## src/rtl/env_update_scheduler_pkg.sv

```systemverilog
// Shared types and constants for the environment-update scheduler slice.
package env_sched_pkg;

    localparam int unsigned VERTEX_WORLD_BITS = 32;
    localparam int unsigned COUNT_BITS        = 16;

    typedef enum logic [1:0] {
        IDLE,
        START,
        STREAM,
        DRAIN
    } env_sched_state_t;

    typedef struct packed {
        logic [VERTEX_WORLD_BITS-1:0] x;
        logic [VERTEX_WORLD_BITS-1:0] y;
    } vertex_t;

    // Saturating increment shared by all status counters.
    function automatic logic [COUNT_BITS-1:0] sat_inc(input logic [COUNT_BITS-1:0] v);
        return (v == '1) ? v : v + 1'b1;
    endfunction

endpackage

```

## src/rtl/env_update_scheduler_if.sv

```systemverilog
// Vertex-stream interface: start/valid/done from the environment manager
// and the valid/ready point stream towards the downstream consumer.
interface env_update_scheduler_if
    import env_sched_pkg::*;
#(
    parameter int unsigned WORLD_BITS = VERTEX_WORLD_BITS
) ();

    logic                  env_start_out;
    logic                  env_valid_in;
    logic [WORLD_BITS-1:0] env_x_in;
    logic [WORLD_BITS-1:0] env_y_in;
    logic                  env_done_in;
    logic                  pt_valid_out;
    logic [WORLD_BITS-1:0] pt_x_out;
    logic [WORLD_BITS-1:0] pt_y_out;
    logic                  pt_ready_in;

    // Scheduler side.
    modport master (
        output env_start_out,
        input  env_valid_in, env_x_in, env_y_in, env_done_in,
        output pt_valid_out, pt_x_out, pt_y_out,
        input  pt_ready_in
    );

    // Environment manager / consumer side.
    modport slave (
        input  env_start_out,
        output env_valid_in, env_x_in, env_y_in, env_done_in,
        input  pt_valid_out, pt_x_out, pt_y_out,
        output pt_ready_in
    );

endinterface

```

## src/rtl/env_update_scheduler_point_fifo.sv

```systemverilog
// Show-ahead vertex FIFO with synchronous flush; a push is visible the
// cycle after it is written (no bypass).
module point_fifo #(
    parameter int unsigned WIDTH = 64,
    parameter int unsigned DEPTH = 16
) (
    input  logic                   clk,
    input  logic                   rst_n,
    input  logic                   push,
    input  logic                   pop,
    input  logic                   flush,
    input  logic [WIDTH-1:0]       din,
    output logic [WIDTH-1:0]       dout,
    output logic                   full,
    output logic                   empty,
    output logic [$clog2(DEPTH):0] count
);

    localparam int unsigned AW = $clog2(DEPTH);

    logic [WIDTH-1:0] mem [DEPTH];
    logic [AW-1:0]    wr_ptr;
    logic [AW-1:0]    rd_ptr;
    logic             do_push;
    logic             do_pop;

    assign do_pop  = pop && !empty;
    assign do_push = push && (!full || do_pop);

    assign full  = (count == (AW+1)'(DEPTH));
    assign empty = (count == '0);
    assign dout  = mem[rd_ptr];

    // Pointer and occupancy bookkeeping; pointers wrap naturally at DEPTH.
    always_ff @(posedge clk) begin
        if (!rst_n || flush) begin
            wr_ptr <= '0;
            rd_ptr <= '0;
            count  <= '0;
        end else begin
            if (do_push) wr_ptr <= wr_ptr + 1'b1;
            if (do_pop)  rd_ptr <= rd_ptr + 1'b1;
            case ({do_push, do_pop})
                2'b10:   count <= count + 1'b1;
                2'b01:   count <= count - 1'b1;
                default: count <= count;
            endcase
        end
    end

    // Storage write; contents need no reset because count gates visibility.
    always_ff @(posedge clk) begin
        if (do_push) mem[wr_ptr] <= din;
    end

endmodule

```

## src/rtl/env_update_scheduler.sv

```systemverilog
// Frame-rate sequencer: divides frame ticks, kicks the environment manager,
// buffers its vertex stream and forwards it, with overrun/overflow/hang guards.
module env_update_scheduler
    import env_sched_pkg::*;
#(
    parameter int unsigned WORLD_BITS     = VERTEX_WORLD_BITS,
    parameter int unsigned FIFO_DEPTH     = 16,
    parameter int unsigned FRAME_DIVIDE   = 1,
    parameter int unsigned TIMEOUT_CYCLES = 4096
) (
    input  logic                  clk_in,
    input  logic                  rst_n_in,
    input  logic                  enable_in,
    input  logic                  frame_tick_in,
    input  logic                  clear_flags_in,
    env_update_scheduler_if.master bus,
    output logic                  cycle_done_out,
    output logic                  busy_out,
    output logic [COUNT_BITS-1:0] vertex_count_out,
    output logic [COUNT_BITS-1:0] overrun_count_out,
    output logic                  overflow_out,
    output logic                  timeout_out
);

    localparam int unsigned TICK_W = $clog2(FRAME_DIVIDE + 1);
    localparam int unsigned WDOG_W = $clog2(TIMEOUT_CYCLES + 1);
    localparam logic [TICK_W-1:0] TICK_LAST = TICK_W'(FRAME_DIVIDE - 1);
    localparam logic [WDOG_W-1:0] WDOG_LAST = WDOG_W'(TIMEOUT_CYCLES - 1);

    env_sched_state_t          state;
    logic [TICK_W-1:0]         tick_cnt;
    logic [WDOG_W-1:0]         wdog;
    logic [COUNT_BITS-1:0]     accept_cnt;
    logic                      start_r;

    vertex_t                   in_vtx;
    vertex_t                   head_vtx;
    logic [WORLD_BITS-1:0]     head_x;
    logic [WORLD_BITS-1:0]     head_y;
    logic                      fifo_push;
    logic                      fifo_pop;
    logic                      fifo_full;
    logic                      fifo_empty;
    logic [$clog2(FIFO_DEPTH):0] fifo_count;

    logic                      in_stream;
    logic                      wdog_expire;
    logic                      accept;
    logic                      drop;
    logic                      tick_busy;

    assign in_stream   = (state == STREAM);
    assign wdog_expire = in_stream && !bus.env_done_in && (wdog == WDOG_LAST);
    assign fifo_pop    = !fifo_empty && bus.pt_ready_in;
    assign fifo_push   = in_stream && bus.env_valid_in;
    assign accept      = fifo_push && (!fifo_full || fifo_pop);
    assign drop        = fifo_push && fifo_full && !fifo_pop;
    assign tick_busy   = frame_tick_in && (state != IDLE);

    assign in_vtx = '{x: bus.env_x_in, y: bus.env_y_in};
    assign head_x = head_vtx.x;
    assign head_y = head_vtx.y;

    // Head data is forced to zero while empty so reset leaves every output at 0.
    assign bus.pt_valid_out  = !fifo_empty;
    assign bus.pt_x_out      = fifo_empty ? '0 : head_x;
    assign bus.pt_y_out      = fifo_empty ? '0 : head_y;
    assign bus.env_start_out = start_r;
    assign busy_out          = (state != IDLE);

    point_fifo #(
        .WIDTH ($bits(vertex_t)),
        .DEPTH (FIFO_DEPTH)
    ) u_fifo (
        .clk   (clk_in),
        .rst_n (rst_n_in),
        .push  (fifo_push),
        .pop   (fifo_pop),
        .flush (wdog_expire),
        .din   (in_vtx),
        .dout  (head_vtx),
        .full  (fifo_full),
        .empty (fifo_empty),
        .count (fifo_count)
    );

    // Sequencer FSM with divider, watchdog, counters and sticky flags.
    always_ff @(posedge clk_in) begin
        if (!rst_n_in) begin
            state             <= IDLE;
            tick_cnt          <= '0;
            wdog              <= '0;
            accept_cnt        <= '0;
            start_r           <= 1'b0;
            cycle_done_out    <= 1'b0;
            vertex_count_out  <= '0;
            overrun_count_out <= '0;
            overflow_out      <= 1'b0;
            timeout_out       <= 1'b0;
        end else begin
            start_r        <= 1'b0;
            cycle_done_out <= 1'b0;

            if (drop)                overflow_out <= 1'b1;
            else if (clear_flags_in) overflow_out <= 1'b0;

            if (wdog_expire)         timeout_out <= 1'b1;
            else if (clear_flags_in) timeout_out <= 1'b0;

            // A lost tick coinciding with a clear restarts the count at one.
            if (tick_busy)
                overrun_count_out <= clear_flags_in ? COUNT_BITS'(1) : sat_inc(overrun_count_out);
            else if (clear_flags_in)
                overrun_count_out <= '0;

            case (state)
                IDLE: begin
                    if (frame_tick_in && enable_in) begin
                        if (tick_cnt == TICK_LAST) begin
                            tick_cnt <= '0;
                            start_r  <= 1'b1;
                            state    <= START;
                        end else begin
                            tick_cnt <= tick_cnt + 1'b1;
                        end
                    end
                end
                START: begin
                    accept_cnt <= '0;
                    wdog       <= '0;
                    state      <= STREAM;
                end
                STREAM: begin
                    if (accept) accept_cnt <= sat_inc(accept_cnt);
                    if (bus.env_done_in)   state <= DRAIN;
                    else if (wdog_expire)  state <= IDLE;
                    else                   wdog  <= wdog + 1'b1;
                end
                DRAIN: begin
                    if (fifo_count == '0) begin
                        cycle_done_out   <= 1'b1;
                        vertex_count_out <= accept_cnt;
                        state            <= IDLE;
                    end
                end
                default: state <= IDLE;
            endcase
        end
    end

endmodule
```

## src/flat_wrapper.sv

```systemverilog
// flat-port wrapper written by rule: the top's interface ports become plain ports
module env_update_scheduler_flat import env_sched_pkg::*;
#(
    parameter int unsigned WORLD_BITS     = VERTEX_WORLD_BITS,
    parameter int unsigned FIFO_DEPTH     = 16,
    parameter int unsigned FRAME_DIVIDE   = 1,
    parameter int unsigned TIMEOUT_CYCLES = 4096
)
  (clk_in, rst_n_in, enable_in, frame_tick_in, clear_flags_in, cycle_done_out, busy_out, vertex_count_out, overrun_count_out, overflow_out, timeout_out, bus_env_start_out, bus_env_valid_in, bus_env_x_in, bus_env_y_in, bus_env_done_in, bus_pt_valid_out, bus_pt_x_out, bus_pt_y_out, bus_pt_ready_in);
  env_update_scheduler_if #(.WORLD_BITS(WORLD_BITS)) bus_i ();
  input  logic clk_in;
  input  logic rst_n_in;
  input  logic enable_in;
  input  logic frame_tick_in;
  input  logic clear_flags_in;
  output logic cycle_done_out;
  output logic busy_out;
  output logic [COUNT_BITS-1:0] vertex_count_out;
  output logic [COUNT_BITS-1:0] overrun_count_out;
  output logic overflow_out;
  output logic timeout_out;
  output wire logic [$bits(bus_i.env_start_out)-1:0] bus_env_start_out;
  input wire logic [$bits(bus_i.env_valid_in)-1:0] bus_env_valid_in;
  input wire logic [$bits(bus_i.env_x_in)-1:0] bus_env_x_in;
  input wire logic [$bits(bus_i.env_y_in)-1:0] bus_env_y_in;
  input wire logic [$bits(bus_i.env_done_in)-1:0] bus_env_done_in;
  output wire logic [$bits(bus_i.pt_valid_out)-1:0] bus_pt_valid_out;
  output wire logic [$bits(bus_i.pt_x_out)-1:0] bus_pt_x_out;
  output wire logic [$bits(bus_i.pt_y_out)-1:0] bus_pt_y_out;
  input wire logic [$bits(bus_i.pt_ready_in)-1:0] bus_pt_ready_in;
  assign bus_env_start_out = bus_i.env_start_out;
  assign bus_i.env_valid_in = bus_env_valid_in;
  assign bus_i.env_x_in = bus_env_x_in;
  assign bus_i.env_y_in = bus_env_y_in;
  assign bus_i.env_done_in = bus_env_done_in;
  assign bus_pt_valid_out = bus_i.pt_valid_out;
  assign bus_pt_x_out = bus_i.pt_x_out;
  assign bus_pt_y_out = bus_i.pt_y_out;
  assign bus_i.pt_ready_in = bus_pt_ready_in;
  env_update_scheduler #(.WORLD_BITS(WORLD_BITS), .FIFO_DEPTH(FIFO_DEPTH), .FRAME_DIVIDE(FRAME_DIVIDE), .TIMEOUT_CYCLES(TIMEOUT_CYCLES)) u_core (.clk_in(clk_in), .rst_n_in(rst_n_in), .enable_in(enable_in), .frame_tick_in(frame_tick_in), .clear_flags_in(clear_flags_in), .bus(bus_i), .cycle_done_out(cycle_done_out), .busy_out(busy_out), .vertex_count_out(vertex_count_out), .overrun_count_out(overrun_count_out), .overflow_out(overflow_out), .timeout_out(timeout_out));
endmodule
```

## config.mk

```make
export PLATFORM = sky130hd
export DESIGN_NAME = env_update_scheduler_flat
export DESIGN_NICKNAME = d
export VERILOG_FILES = /design/src/rtl/env_update_scheduler_pkg.sv /design/src/rtl/env_update_scheduler_if.sv /design/src/rtl/env_update_scheduler_point_fifo.sv /design/src/rtl/env_update_scheduler.sv /design/src/flat_wrapper.sv
export SDC_FILE = /design/constraint.sdc
export NUM_CORES = 1
export LEC_CHECK = 0
export BUFFER_PORTS_ARGS = -buffer_cell sky130_fd_sc_hd__buf_2
export CORE_ASPECT_RATIO = 0.9
export CORE_MARGIN = 5
export CORE_UTILIZATION = 69
export CTS_BUF_LIST = sky130_fd_sc_hd__clkbuf_4 sky130_fd_sc_hd__clkbuf_8
export CTS_CLUSTER_SIZE = 10
export DETAILED_ROUTE_END_ITERATION = 8
export PLACE_DENSITY = 0.88
export SKIP_LAST_GASP = 1
export SYNTH_ARGS = -nofsm -noshare
export SYNTH_HDL_FRONTEND = slang
export SYNTH_SLANG_ARGS = --single-unit
```

## constraint.sdc

```tcl
create_clock -name clk_in -period 6.4 [get_ports clk_in]
set_clock_uncertainty 0.2 [all_clocks]
set_input_delay 0.96 -clock clk_in [delete_from_list [all_inputs] [get_ports clk_in]]
set_output_delay 0.96 -clock clk_in [all_outputs]
set_load 0.01 [all_outputs]
```

After elaboration in Yosys (flattened, before gate mapping). Memory sizes are Yosys's and may differ from the RTL's. A register that Yosys moved wholly into a read port is not among the register bits. Index checks and enable logic that the tools add are counted. W data, S select, Z words.

$add $sub $neg: 8. Multiplexer cells: 29. Equality and inequality tests: 18. Reduce and logical (&&, ||, !) cells: 35.

Operators with widths (count): $mux W16 (6); $mux W32 (2); $add A16 B1 Y16 const B (2); $eq A16 B16 Y1 const B (2); $pmux W16 S2 (1); $mux W13 (2); $pmux W13 S2 (1); $add A13 B1 Y13 const B (1); $eq A13 B12 Y1 const B (1); $ne A2 B2 Y1 const B (6); $reduce_bool A2 Y1 (6); $logic_and A1 B1 Y1 (11); $mux W2 (5); $pmux W5 S2 (1); $reduce_and A3 Y1 (3); $add A4 B1 Y4 const B (2); $mux W1 (8); $mux W4 (2); $pmux W2 S4 (1); $reduce_and A2 Y1 (4); $eq A2 B2 Y1 const B (3); $add A5 B1 Y5 const B (1); $eq A5 B5 Y1 const B (1); $logic_not A1 Y1 (5); 9 further kinds (13).

Logic and storage cells: 104. Bits in writable memories: 1024. Flip-flop bits (word level): 81. Output and inout port bits: 102. Memories kept: 1. Bits of input ports: 72.

Memory list: u_core.u_fifo.mem (depth 16, width 64, rd ports 1, clocked after Yosys merged registers in 1, write ports 1, RTL line env_update_scheduler_point_fifo.sv:21) `logic [WIDTH-1:0] mem [DEPTH];`.

Logic depth before layout (Yosys ltp).
Word-level depth: 8. Depth in mapped cells: 11.

Modules after synthesis. Synthesis repeated with hierarchy kept, for this count alone.

Cells, all modules: 2137. Area total of the unflattened synthesis: 42827.3 um^2.

By module, submodules not included: point_fifo (cells each 1692, times used 1, area each 39180.1 um^2); env_update_scheduler (cells each 445, times used 1, area each 3647.2 um^2).

Worst setup path after synthesis. OpenSTA, ideal clock, no wires.

Path kind: input to register. Start: in bus_env_valid_in. End: mem u_core.u_fifo.mem[10][0], enable pin. Data arrival time: 3283 ps. Required time: 5771 ps. Library setup time: 429 ps. Buffers on the path: 1. Setup slack: 2488 ps. Stages on the path: 6. Path through: nand2_1 -> o21ba_2 -> clkbuf_1 -> nand2_1 -> nor2_1 -> and2_1.

Longest elaborated chain between the ends: 4.

RTL lines: start: declaration (RTL line flat_wrapper.sv:23) `input wire logic [$bits(bus_i.env_valid_in)-1:0] bus_env_valid_in;`; $logic_and A1 B1 Y1 (RTL line env_update_scheduler.sv:55) `assign fifo_push = in_stream && bus.env_valid_in;`; $logic_and A1 B1 Y1 (RTL line env_update_scheduler_point_fifo.sv:28) `assign do_push = push && (!full || do_pop);`; $mux W1 (RTL line env_update_scheduler_point_fifo.sv:53) `if (do_push) mem[wr_ptr] <= din;`; $mux W1 (implied by the code) (RTL line env_update_scheduler_point_fifo.sv:53); end: declaration (RTL line env_update_scheduler_point_fifo.sv:21).

Every way passes these cells.

==> flow_metrics.env <==
export IMPL_rr_endpoint="u_core.u_fifo.mem[2][27]"
export IMPL_peakVddDrop_mv=0.2844
export IMPL_timing_fmax_mhz=199.6
export IMPL_antenna_found_initial=13
export IMPL_synth_top_family_by_area="multiplexers"
export IMPL_status="completed"
export IMPL_setup_violations=0
export IMPL_synth_avg_cell_area_um2=21.72
export IMPL_grt_max_degree=109
export IMPL_syn_num_nets=2054
export IMPL_ioPinCount=174
export IMPL_ys_async_sr_fraction_pct=0
export IMPL_drive_gt1_share_pct=34.00
export IMPL_ys_seq_area_share_pct=75.80
export IMPL_hold_buffers=0
export IMPL_fin_cells=3161
export IMPL_synth_compound_area_share_pct=1.529
export IMPL_worstHoldPathType="reg2reg"
export IMPL_dieArea_mm2=0.06710
export IMPL_row_count=86
export IMPL_fin_hold_ws_ns=0.2289
export IMPL_root_buffer="clkbuf_8"
export IMPL_muxShareOfSynthArea_pct=17.00
export IMPL_cts_htree_levels=4
export IMPL_clk_pin_slew_ns=0.06
export IMPL_initial_core_util_pct=69.76
export IMPL_post_cts_resized=0
export IMPL_layout_common_cells="edfxtp_1 (1024), mux4_2 (320), buf_2 (173)"
export IMPL_cp_max_fo=48
export IMPL_gp_congestion=0.8308
export IMPL_wire_per_inst_um=32.10
export IMPL_finalMaxSlewViolations=0
export IMPL_drtAntennaViolNets=0
export IMPL_final_nets=2324
export IMPL_rr_startpoint="u_core.state[0]"
export IMPL_cts_tree="built"
export IMPL_min_to="u_core.wdog[12]"
export IMPL_dp_slack_ns=2.121
export IMPL_cts_sinks=1108
export IMPL_clk_latency_ns=0.80
export IMPL_synth_edff_count=1024
export IMPL_endpoint_kind="output pin"
export IMPL_synthFlopType="edfxtp_1"
export IMPL_regToRegSetupSlack_ns=2.08
export IMPL_dp_hpwl_um=52940
export IMPL_setup_tns_ns=0
export IMPL_synth_fa_ha_area_share_pct=0.3509
export IMPL_vias_per_cell=7.009
export IMPL_final_common_cell="edfxtp_1"
export IMPL_power_total_mw=15.14
export IMPL_hp_start="u_core.wdog[12]"
export IMPL_drt_initial_drc_count=3315
export IMPL_worstHoldPathCells=2
export IMPL_synth_distinct_cells=60
export IMPL_cp_arrival_ns=3.85
export IMPL_cp_required_ns=5.24
export IMPL_slew_headroom_pct=25.47
export IMPL_chipHeight_um=246.2
export IMPL_min_period_ns=5.010
export IMPL_synth_seq_cells=1108
export IMPL_worstMarginPinSlew_ns=1.118
export IMPL_cts_buffers=162
export IMPL_grt_pass1_vias=22470
export IMPL_fin_crit_sh_pct=78.27
export IMPL_drv_cap=0
export IMPL_routed_wl_um=101500
export IMPL_drt_drc_violations_left=0
export IMPL_reg2regPathDepth=8
export IMPL_grt_pass1_wl_um=143800
export IMPL_syn2layout_area_growth_pct=11.42
export IMPL_cts_max_path_buffers=3
export IMPL_final_util_pct=77.73
export IMPL_track_usage_pct=29.61
export IMPL_core_mm2=0.06133
export IMPL_stdcell_area_mm2=0.04767
export IMPL_firstDrtPassIters=5
export IMPL_io_buffers=173
export IMPL_power_leakage_nw=15.01
export IMPL_vias=22160
export IMPL_worstSetupPathType="reg2out"
export IMPL_cts_setup_buffers=0
export IMPL_crit_path_start_kind="register"
export IMPL_syn_area_mm2=0.04279
export IMPL_synth_warnings=0
export IMPL_hold_violations=0
export IMPL_overflow=0
export IMPL_syn_instance_count=1970
export IMPL_dpl_cell_area_mm2=0.04458
export IMPL_yosys_area_share_simple_pct=3.497
export IMPL_layout_setup_ws_ns=1.390
export IMPL_rsz0062_at_grt="no"
export IMPL_dp_cells=2868
export IMPL_die_x_um=272.5
export IMPL_synth_xor_area_share_pct=0.6346
export IMPL_p_per_area_mw_per_mm2=317.6
-- state kept, by name, indices dropped and copies added (netlist names), 2 cells and up, named ones only --
signal and cells:
u_core.accept_cnt 16, u_core.overrun_count_out 16, u_core.state 2, u_core.u_fifo.count 5, u_core.u_fifo.mem 1024, u_core.u_fifo.rd_ptr 4
u_core.u_fifo.wr_ptr 4, u_core.vertex_count_out 16, u_core.wdog 13
-- synthesized netlist by cell type (all sizes together) (8+ instances only) --
cell | count | area [um2]
and4 | 8 | 70.07
nor2 | 46 | 172.7
or3 | 11 | 68.82
and3 | 11 | 68.82
xnor2 | 24 | 210.2
nand3 | 18 | 90.09
clkbuf | 59 | 221.5
buf | 39 | 225.2
a21oi | 41 | 209.0
inv | 17 | 63.81
nand4 | 9 | 56.30
o21ai | 14 | 70.06
mux4 | 320 | 7207
a211oi | 8 | 60.06
edfxtp | 1024 | 30750
nand2 | 63 | 236.5
dfxtp | 84 | 1682
ha | 12 | 150.1
and2 | 77 | 481.7
-- how the worst max path moves through the flow --
stage	slack (ns)	end	from
floorplan	2.49	u_core.u_fifo.mem[10][0]	bus_env_valid_in
finish	1.39	bus_pt_y_out[21]	register
CTS	1.23	bus_pt_y_out[18]	register
global placement	2.21	bus_pt_y_out[18]	register
global route	1.12	bus_pt_y_out[18]	register
detailed placement	2.12	bus_pt_y_out[18]	register
-- where the power goes --
part / leakage (nW) / internal [mW] / switching (mW)
clock network: 1.63 / 2.81 / 2.63
logic: 3.50 / 0.725 / 0.981
registers: 9.88 / 7.93 / 0.0627
-- worst max-delay path, stage by stage (launching register included) --
cell     delay, ns
dfxtp_4       1.04
buf_4         0.53
mux4_2        0.58
mux4_2        0.50
and2_1        0.19
buf_2         0.15
-- logic make-up (layout without fill, tap and decap cells) --
kind of cell               after synthesis  in the layout
AOI/OAI and AO/OA                      100            100
xor gates and xnor gates                31             31
adders and majority gates               12             12
buffers and inverters                  115            507
DFF                                   1108           1108
muxes                                  325            325
other                                    0              7
and+or+nand+nor                        279            279
-- per-layer routing --
layer  vias to the layer above  global-route usage [%]  wire (um)
met4                        10                   9.751       3078
li1                       8784                       -          -
met1                     11310                   40.70      35350
met3                       239                   7.235      11390
met2                      1813                   48.32      51610
met5                         -                       0         55
-- area by class of cell --
class	count	area (um2)
sequential	1108	32450
fill	2850	13660
multi-input combinational	747	9897
clock buffer	230	2790
timing repair buffer	204	1186
tap	792	991.0
clock inverter	56	281.5
inverter	17	63.81
antenna	7	17.52
(Power assumes the default switching activity.)
